==> config.mk <==
export PLATFORM = sky130hd
export DESIGN_NAME = position_table_dbuf
export DESIGN_NICKNAME = d
export VERILOG_FILES = /design/src/rtl/position_table_dbuf.sv
export SDC_FILE = /design/constraint.sdc
export NUM_CORES = 1
export LEC_CHECK = 0
export BUFFER_PORTS_ARGS = -buffer_cell sky130_fd_sc_hd__buf_2
export CAP_MARGIN = 15
export CORE_UTILIZATION = 45
export CTS_BUF_LIST = sky130_fd_sc_hd__clkbuf_2
export DETAILED_ROUTE_END_ITERATION = 6
export MAX_ROUTING_LAYER = met4
export PLACE_DENSITY = 0.67
export SYNTH_ARGS = -nofsm -noshare
export SYNTH_HDL_FRONTEND = slang
export SYNTH_SLANG_ARGS = --single-unit
==> constraint.sdc <==
create_clock -name clk_clk -period 3.6 [get_ports clk_clk]
set_clock_uncertainty 0.05 [all_clocks]
set_input_delay 0.36 -clock clk_clk [delete_from_list [all_inputs] [get_ports clk_clk]]
set_output_delay 0.36 -clock clk_clk [all_outputs]
set_load 0.005 [all_outputs]
==> src/rtl/position_table_dbuf.sv <==
// position_table_dbuf: double-buffered sprite position table, committed on frame edges and streamed to the renderer.
// Optional commit interrupt enabled by defining POSTAB_IRQ_EN.
module position_table_dbuf #(
  parameter int NUM_SPRITES = 8,
  parameter int COORD_W = 12,
  parameter int ADDR_W = 4,
  parameter int IDX_W = 3
) (
  input  logic               clk_clk,
  input  logic               reset_reset_n,
  input  logic [ADDR_W-1:0]  avs_address,
  input  logic               avs_write,
  input  logic [31:0]        avs_writedata,
  input  logic               avs_read,
  output logic [31:0]        avs_readdata,
  input  logic               refresh_image,
  output logic               pos_valid,
  input  logic               pos_ready,
  output logic [IDX_W-1:0]   pos_index,
  output logic [COORD_W-1:0] pos_x,
  output logic [COORD_W-1:0] pos_y,
  output logic               pos_enable,
  output logic               frame_done,
  output logic               irq
);
  typedef enum logic {IDLE, SCAN} state_t;
  state_t state_q;
  logic [COORD_W-1:0] sh_x_q [NUM_SPRITES];
  logic [COORD_W-1:0] sh_y_q [NUM_SPRITES];
  logic [COORD_W-1:0] ac_x_q [NUM_SPRITES];
  logic [COORD_W-1:0] ac_y_q [NUM_SPRITES];
  logic [NUM_SPRITES-1:0] sh_en_q, ac_en_q;
  logic refresh_q, commit_pending_q, overrun_q, pos_valid_q, frame_done_q, pos_enable_q;
  logic [7:0] commit_count_q;
  logic [IDX_W-1:0] pos_index_q, nxt_idx, wa;
  logic [COORD_W-1:0] pos_x_q, pos_y_q;
  logic [31:0] readdata_q, rd_d;
  logic entry_wr, ctrl_wr, rise, do_commit, last, irq_flag, unused_wd;
  assign entry_wr = avs_write && (avs_address < ADDR_W'(NUM_SPRITES));
  assign ctrl_wr = avs_write && (avs_address == ADDR_W'(NUM_SPRITES));
  assign rise = refresh_image && !refresh_q;
  assign do_commit = rise && (state_q == IDLE) && commit_pending_q;
  assign last = pos_index_q == IDX_W'(NUM_SPRITES - 1);
  assign nxt_idx = pos_index_q + IDX_W'(1);
  assign wa = avs_address[IDX_W-1:0];
  assign unused_wd = ^avs_writedata;
  always_comb begin
    rd_d = '0;
    if (avs_address < ADDR_W'(NUM_SPRITES)) begin
      rd_d[COORD_W-1:0] = sh_x_q[wa];
      rd_d[16 +: COORD_W] = sh_y_q[wa];
      rd_d[31] = sh_en_q[wa];
    end else if (avs_address == ADDR_W'(NUM_SPRITES)) begin
      rd_d[0] = commit_pending_q;
      rd_d[1] = irq_flag;
      rd_d[2] = state_q == SCAN;
      rd_d[3] = overrun_q;
      rd_d[15:8] = commit_count_q;
    end
  end
  always_ff @(posedge clk_clk or negedge reset_reset_n) begin
    if (!reset_reset_n) begin
      state_q <= IDLE;
      for (int i = 0; i < NUM_SPRITES; i++) begin
        sh_x_q[i] <= '0;
        sh_y_q[i] <= '0;
        ac_x_q[i] <= '0;
        ac_y_q[i] <= '0;
      end
      sh_en_q <= '0;
      ac_en_q <= '0;
      refresh_q <= 1'b0;
      commit_pending_q <= 1'b0;
      overrun_q <= 1'b0;
      commit_count_q <= '0;
      readdata_q <= '0;
      pos_valid_q <= 1'b0;
      pos_index_q <= '0;
      pos_x_q <= '0;
      pos_y_q <= '0;
      pos_enable_q <= 1'b0;
      frame_done_q <= 1'b0;
    end else begin
      refresh_q <= refresh_image;
      frame_done_q <= 1'b0;
      if (avs_read) readdata_q <= rd_d;
      if (entry_wr) begin
        sh_x_q[wa] <= avs_writedata[COORD_W-1:0];
        sh_y_q[wa] <= avs_writedata[16 +: COORD_W];
        sh_en_q[wa] <= avs_writedata[31];
      end
      // Commit samples the pre-write shadow and pending bit; a same-cycle CTRL write re-arms pending.
      if (do_commit) begin
        for (int i = 0; i < NUM_SPRITES; i++) begin
          ac_x_q[i] <= sh_x_q[i];
          ac_y_q[i] <= sh_y_q[i];
        end
        ac_en_q <= sh_en_q;
        commit_count_q <= commit_count_q + 8'd1;
      end
      commit_pending_q <= (ctrl_wr && avs_writedata[0]) ? 1'b1 : do_commit ? 1'b0 : commit_pending_q;
      overrun_q <= (rise && state_q == SCAN) ? 1'b1 : (ctrl_wr && avs_writedata[3]) ? 1'b0 : overrun_q;
      case (state_q)
        IDLE: if (rise) begin
          state_q <= SCAN;
          pos_index_q <= '0;
        end
        SCAN: if (!pos_valid_q) begin
          pos_valid_q <= 1'b1;
          pos_x_q <= ac_x_q[pos_index_q];
          pos_y_q <= ac_y_q[pos_index_q];
          pos_enable_q <= ac_en_q[pos_index_q];
        end else if (pos_ready) begin
          if (last) begin
            pos_valid_q <= 1'b0;
            frame_done_q <= 1'b1;
            state_q <= IDLE;
          end else begin
            pos_index_q <= nxt_idx;
            pos_x_q <= ac_x_q[nxt_idx];
            pos_y_q <= ac_y_q[nxt_idx];
            pos_enable_q <= ac_en_q[nxt_idx];
          end
        end
        default: state_q <= IDLE;
      endcase
    end
  end
`ifdef POSTAB_IRQ_EN
  logic irq_flag_q;
  always_ff @(posedge clk_clk or negedge reset_reset_n) begin
    if (!reset_reset_n) irq_flag_q <= 1'b0;
    else irq_flag_q <= do_commit ? 1'b1 : (ctrl_wr && avs_writedata[1]) ? 1'b0 : irq_flag_q;
  end
  assign irq_flag = irq_flag_q;
`else
  assign irq_flag = 1'b0;
`endif
  assign irq = irq_flag;
  assign avs_readdata = readdata_q;
  assign pos_valid = pos_valid_q;
  assign pos_index = pos_index_q;
  assign pos_x = pos_x_q;
  assign pos_y = pos_y_q;
  assign pos_enable = pos_enable_q;
  assign frame_done = frame_done_q;
endmodule

==> results of run 1 <==
==> state kept, by name, summed over array words and instances, names as in the netlist <==
register and cells:
sh_y_q 96, ac_x_q 96, pos_enable 1, avs_readdata 29
pos_y 12, overrun_q 1, commit_pending_q 1, ac_y_q 96
state_q 1, pos_index 3, refresh_q 1, sh_en_q 8
frame_done 1, ac_en_q 8, pos_x 12, commit_count_q 8
pos_valid 1, sh_x_q 96
==> layout make-up <==
cell class | instances | area [um^2]
Multi-Input combinational cell | 875 | 9860
Sequential cell | 471 | 11800
Clock buffer | 182 | 911
Inverter | 5 | 18.8
Antenna cell | 2 | 5.00
Fill cell | 4180 | 23900
Clock inverter | 21 | 140
Timing Repair Buffer | 186 | 1480
Tap cell | 664 | 831
==> final timing paths <==
kind | start | to | slack [ns] | cells past startpoint
max | pos_index[1] | pos_index[1] | 0.73 | 2
min | avs_writedata[1] | sh_x_q[61] | 0.12 | 3
max reg2reg | pos_index[0] | pos_x[10] | 0.83 | 7
min reg2reg | commit_count_q[7] | commit_count_q[7] | 0.43 | 1
max in group asynchronous | reset_reset_n | ac_y_q[38] | 2.45 | 5
min in group asynchronous | reset_reset_n | ac_en_q[3] | 0.43 | 4
==> cells by family after synthesis <==
family          synth area share, %
buf+inv                        3.41
flops                          52.7
compound gates                 4.98
other cells                  0.0168
fa+ha+maj                     0.168
mux                            35.9
xor+xnor                      0.274
simple gates                   2.60
==> layout by cell type (no fill, tap or decap), types with 5 or more instances in the layout <==
cell type | Yosys | routed
a211oi_1 | 25 | 25
a221o_1 | 32 | 32
a221oi_1 | 25 | 25
a22o_1 | 6 | 6
a31oi_1 | 25 | 25
buf_12 | 0 | 14
buf_2 | 30 | 91
buf_4 | 47 | 34
clkbuf_2 | 0 | 182
clkinv_1 | 1 | 16
dfrtp_1 | 471 | 468
dlygate4sd3_1 | 0 | 45
mux2_1 | 22 | 22
mux2_2 | 379 | 379
mux2i_1 | 125 | 125
mux4_2 | 100 | 100
nand3_1 | 6 | 6
nor2_1 | 39 | 38
nor2b_1 | 27 | 27
o2bb2ai_1 | 18 | 18
xnor2_1 | 5 | 5
==> synthesized netlist by cell type, drive strengths merged <==
master / number
nor3: 3
mux4: 100
a221oi: 25
conb: 1
nand2b: 5
nor2: 42
ha: 3
and4bb: 1
a22o: 6
nand3: 7
nand3b: 1
mux2i: 125
and3: 3
a31oi: 25
nand2: 4
buf: 89
and4: 1
a221o: 32
o21ai: 4
clkinv: 1
nand4: 3
dfrtp: 471
o2bb2ai: 18
mux2: 401
xor2: 2
nor4: 1
nor2b: 27
a211oi: 25
clkbuf: 27
inv: 4
nand4b: 2
xnor2: 5
==> worst max-delay path, stage by stage (launching register included) <==
cell	delay, ns
dfrtp_2	0.38
buf_4	0.74
buf_2	0.27
==> layer usage <==
layer	global-route usage [%]	vias to the layer above	wire (um)
li1	-	6058	-
met1	30.3	7353	23800
met2	39.3	441	28800
met3	3.89	131	3010
met4	10.8	0	1970
met5	-	-	0
==> power breakdown <==
group / total, mW / switching [mW] / internal [mW]
clock: 3.61 / 2.15 / 1.46
combinational: 6.41 / 3.09 / 3.32
sequential: 8.15 / 1.26 / 6.89
==> metrics by stage <==
stage	std cells	utilization, %	setup WS (ns)	power [mW]
6_report	2406	51.2	0.729	18.2
5_1_grt	2406	51.2	0.634	19.2
4_1_cts	2404	51.1	0.638	18.3
3_5_place_dp	2155	48.0	0.853	14.6
3_3_place_gp	2155	48.0	0.922	14.3
2_1_floorplan	1467	-	1.50	12.5
==> what timing repair did <==
| item | CTS | global route |
|---|---|---|
| endpoints found under the hold margin | 685 | 0 |
| hold buffers | 46 | 0 |
| gates resized for setup | 0 | 0 |
==> impl_metrics.tcl, run 1 <==
set metrics [dict create \
    status "finished, final reports clean" \
    tightest_slew_ns 1.01 \
    cts_buffers 119 \
    critPathArrivalTime_ns 2.46 \
    synthesis.area_um2 22400 \
    hold_slack_ns 0.123 \
    max_freq_mhz 348 \
    areaGrowthSynthToFinish_pct 12.0 \
    ios 105 \
    synthCells 1464 \
    synth_top_area_cell "dfrtp_1" \
    die_area_um2 50600 \
    report.final.setup_viol 0 \
    row_count 81 \
    cts_sinks 471 \
    ys_seq_elements 471 \
    stdcell_area_um2 25000 \
    port_buffers 93 \
    maxSlewHeadroom_pct 32.5 \
    firstDrtPassIters 4 \
    wirelength_mm 57.5 \
    design.core.area_um2 49000 \
    fin_crit_ns 2.87 \
    drc 0 \
    initial_utilization_pct 45.7 \
    rsz0062_at_grt "no" \
    die_w_um 225 \
    grt_max_degree 116 \
    antenna_found_initial 2 \
    gp_congestion 0.791 \
    num-nets-final 1703 \
    yosysWarnings 0 \
    crit_fanout 52 \
    max-clock-path-buffers 3 \
    cts_setup_buffers 0 \
    clkLatencyLatePin_ns 1.09 \
    overflow 0 \
    wl_per_cell_um 23.9 \
    drive_gt1_share_pct 47.4 \
    grt_usage_pct 24.3 \
    drv_slew 0 \
    required_ns 3.19 \
    grt_pass1_wl_mm 89.7 \
    hold_class "in2reg" \
    irDropWorstVdd_mv 0.648 \
    die_y_um 225 \
    drtIter0Drc 861 \
    final_hold_viol_count 0 \
    clk_pin_slew_worst_paths_ns 0.10 \
    ant_nets 0 \
    cts_htree_levels 3 \
    root_buffer "clkbuf_2" \
    leakage_nw 11.5 \
    power.density_nw_per_um2 726 \
    crit_path_end_kind "output port" \
    routed-via-count 14000 \
    avgSynthCellArea_um2 15.3 \
    grt_pass1_vias 15100 \
    synth_top_area_share_pct 52.7 \
    synth.top_cells.by_area "dfrtp_1 53%, mux2_2 19%, mux4_2 10%" \
    yosysUniqueCellTypes 39 \
    ys_seq_area_share_pct 52.7 \
    cts_tree "yes" \
    max_cap_viol_count 0 \
    period_share_pct 79.8 \
    setup_tns_ns 0 \
    placed_cell_area_um2 23500 \
    critical_path_class "reg2out" \
    dp_hpwl_mm 33.2 \
    vias_per_cell 5.81 \
    cp-start-kind "register" \
]
No activity file was read; power rests on OpenSTA's default activity.
==> run 2: changes to the inputs <==
--- a/config.mk
+++ b/config.mk
@@ -11,7 +11,7 @@
 export CTS_BUF_LIST = sky130_fd_sc_hd__clkbuf_2
 export DETAILED_ROUTE_END_ITERATION = 6
 export MAX_ROUTING_LAYER = met4
-export PLACE_DENSITY = 0.67
+export PLACE_DENSITY = 0.7
 export SYNTH_ARGS = -nofsm -noshare
 export SYNTH_HDL_FRONTEND = slang
 export SYNTH_SLANG_ARGS = --single-unit
==> constraint.sdc (replaced) <==
create_clock -name clk_clk -period 2.6 [get_ports clk_clk]
set_clock_uncertainty 0.05 [all_clocks]
set_input_delay 0.26 -clock clk_clk [delete_from_list [all_inputs] [get_ports clk_clk]]
set_output_delay 0.26 -clock clk_clk [all_outputs]
set_load 0.005 [all_outputs]
==> impl_metrics.tcl, run 2 (synthesis gave the netlist of run 1 again) <==
set metrics [dict create \
    status "finished, final reports clean" \
    grt_usage_pct 23.9 \
    drtIter0Drc 903 \
    slowest_stage "buf_6" \
    initial_utilization_pct 45.7 \
    max_freq_mhz 409 \
    critical_path_class "reg2out" \
    wl_per_cell_um 23.1 \
    irDropWorstVdd_mv 0.634 \
    p_seq_share_pct 45.4 \
    ant_nets 0 \
    overflow 0 \
    cts_buffers 116 \
    firstDrtPassIters 5 \
    fin_crit_ns 2.44 \
    row_count 81 \
    cts_setup_buffers 0 \
    die_y_um 225 \
    cp_cell_sequence "buf_6, buf_2" \
    netSwitchingFraction_pct 35.8 \
    design.core.area_um2 49000 \
    root_buffer "clkbuf_2" \
    r2r_setup_slack_ns 0.27 \
    p_sw_mw 8.89 \
    clkLatencyLatePin_ns 1.08 \
    crit_fanout 27 \
    routed-via-count 14200 \
    crit_path_end_kind "output port" \
    die_area_um2 50600 \
    num-nets-final 1749 \
    internal_power_mw 16.0 \
    final_common_cell "dfrtp_1" \
    final_cell_mix "468 x dfrtp_1, 379 x mux2_2, 162 x clkbuf_2" \
    cts_tree "yes" \
    fillCellCount 4087 \
    cp-start-kind "register" \
    vias_per_cell 5.83 \
    rsz0062_at_grt "no" \
    cts_sinks 471 \
    setup_tns_ns 0 \
    slowest_delay_ns 0.44 \
    clk_pin_slew_worst_paths_ns 0.10 \
    cts_htree_levels 3 \
    critPathArrivalTime_ns 2.13 \
    areaGrowthSynthToFinish_pct 13.7 \
    clockPowerShare_pct 18.3 \
    ios 105 \
    gp_congestion 0.811 \
    tightest_slew_ns 0.597 \
    dp_hpwl_mm 35.0 \
    report.final.setup_viol 0 \
    cp_top_family "buffers and inverters" \
    leakage_nw 11.6 \
    drv_slew 0 \
    cp_num_buf_inv 2 \
    grt_pass1_wl_mm 88.5 \
    port_buffers 93 \
    max-clock-path-buffers 3 \
    drc 0 \
    dp_cells 2178 \
    max_cap_viol_count 0 \
    period_share_pct 94.0 \
    die_w_um 225 \
    hold_class "in2reg" \
    grt_max_degree 74 \
    power.density_nw_per_um2 978 \
    drive_gt1_share_pct 46.6 \
    final_hold_viol_count 0 \
    grt_pass1_vias 14900 \
    maxSlewHeadroom_pct 60.2 \
    share_comb_of_total_power_pct 36.3 \
    wirelength_mm 56.4 \
    antenna_found_initial 2 \
    required_ns 2.29 \
    stdcell_count 2441 \
]
## run 2: cell types whose count changed in the layout (fill, tap and decap cells not counted), sizes merged
cell,delta
buf,+23
bufinv,-2
clkbuf,-20
clkinv,+6
clkinvlp,-1
dlygate4sd3,+26
inv,+3
## run 2: what timing repair did
| action | CTS | global route |
|---|---|---|
| setup endpoints to repair | 1 | 0 |
| endpoints found under the hold margin | 873 | 0 |
| gates resized for setup | 1 | 0 |
| hold buffers | 72 | 0 |
## run 2: path summary, 6_finish.rpt
check                                  startpoint           endpoint  cells after the start
max in group asynchronous           reset_reset_n          refresh_q                      4
worst min-delay path             avs_writedata[0]         sh_x_q[60]                      3
worst max-delay path                 pos_index[2]       pos_index[2]                      2
worst min register to register  commit_count_q[7]  commit_count_q[7]                      1
min in group asynchronous           reset_reset_n         ac_y_q[75]                      4
worst max register to register       pos_index[0]          pos_x[10]                      7
## run 2: worst register-to-register path, stage by stage, from the launching register on
cell and delay, ns:
dfrtp_4 0.55, ha_1 0.23, ha_1 0.33, clkinv_1 0.12, nor2_2 0.18, buf_12 0.25
a221oi_1 0.13, a221o_1 0.37
## run 2: power by group through the flow
stage	Combinational (mW)	Clock, mW	Sequential (mW)
floorplan	6.53	0	10.7
global placement	8.65	0	11.3
detailed placement	8.91	0	11.4
CTS	9.04	4.70	11.3
global route	9.65	5.09	11.6
finish	9.02	4.55	11.3
## run 2: routing by layer
metal,track usage (%),up-vias,wire length [um]
met5,-,-,0
met4,9.79,0,1690
met3,4.32,127,3280
met2,37.6,450,27800
met1,30.6,7536,23700
li1,-,6123,-
## run 2: final cells by class
type	count	area (um^2)	area share [%]
sequential	471	11800	46.4
multi-input combinational	875	9840	38.7
timing repair buffer	235	2010	7.90
tap	664	831	3.27
clock buffer	162	811	3.19
clock inverter	27	109	0.428
inverter	5	18.8	0.0738
antenna	2	5.00	0.0197
## run 2: per-stage QoR
stage	hold WS, ns	total power, mW	cell area, um^2	utilization (%)	worst slack (ns)
after floorplan	-0.0856	17.3	22400	-	0.500
after global placement	0.225	20.0	23800	48.5	0.338
after detailed placement	0.236	20.3	23800	48.5	0.332
after CTS	0.00702	25.0	25400	51.9	0.0213
after global routing	0.0660	26.3	25400	51.9	0.0199
final	0.153	24.9	25400	51.9	0.155
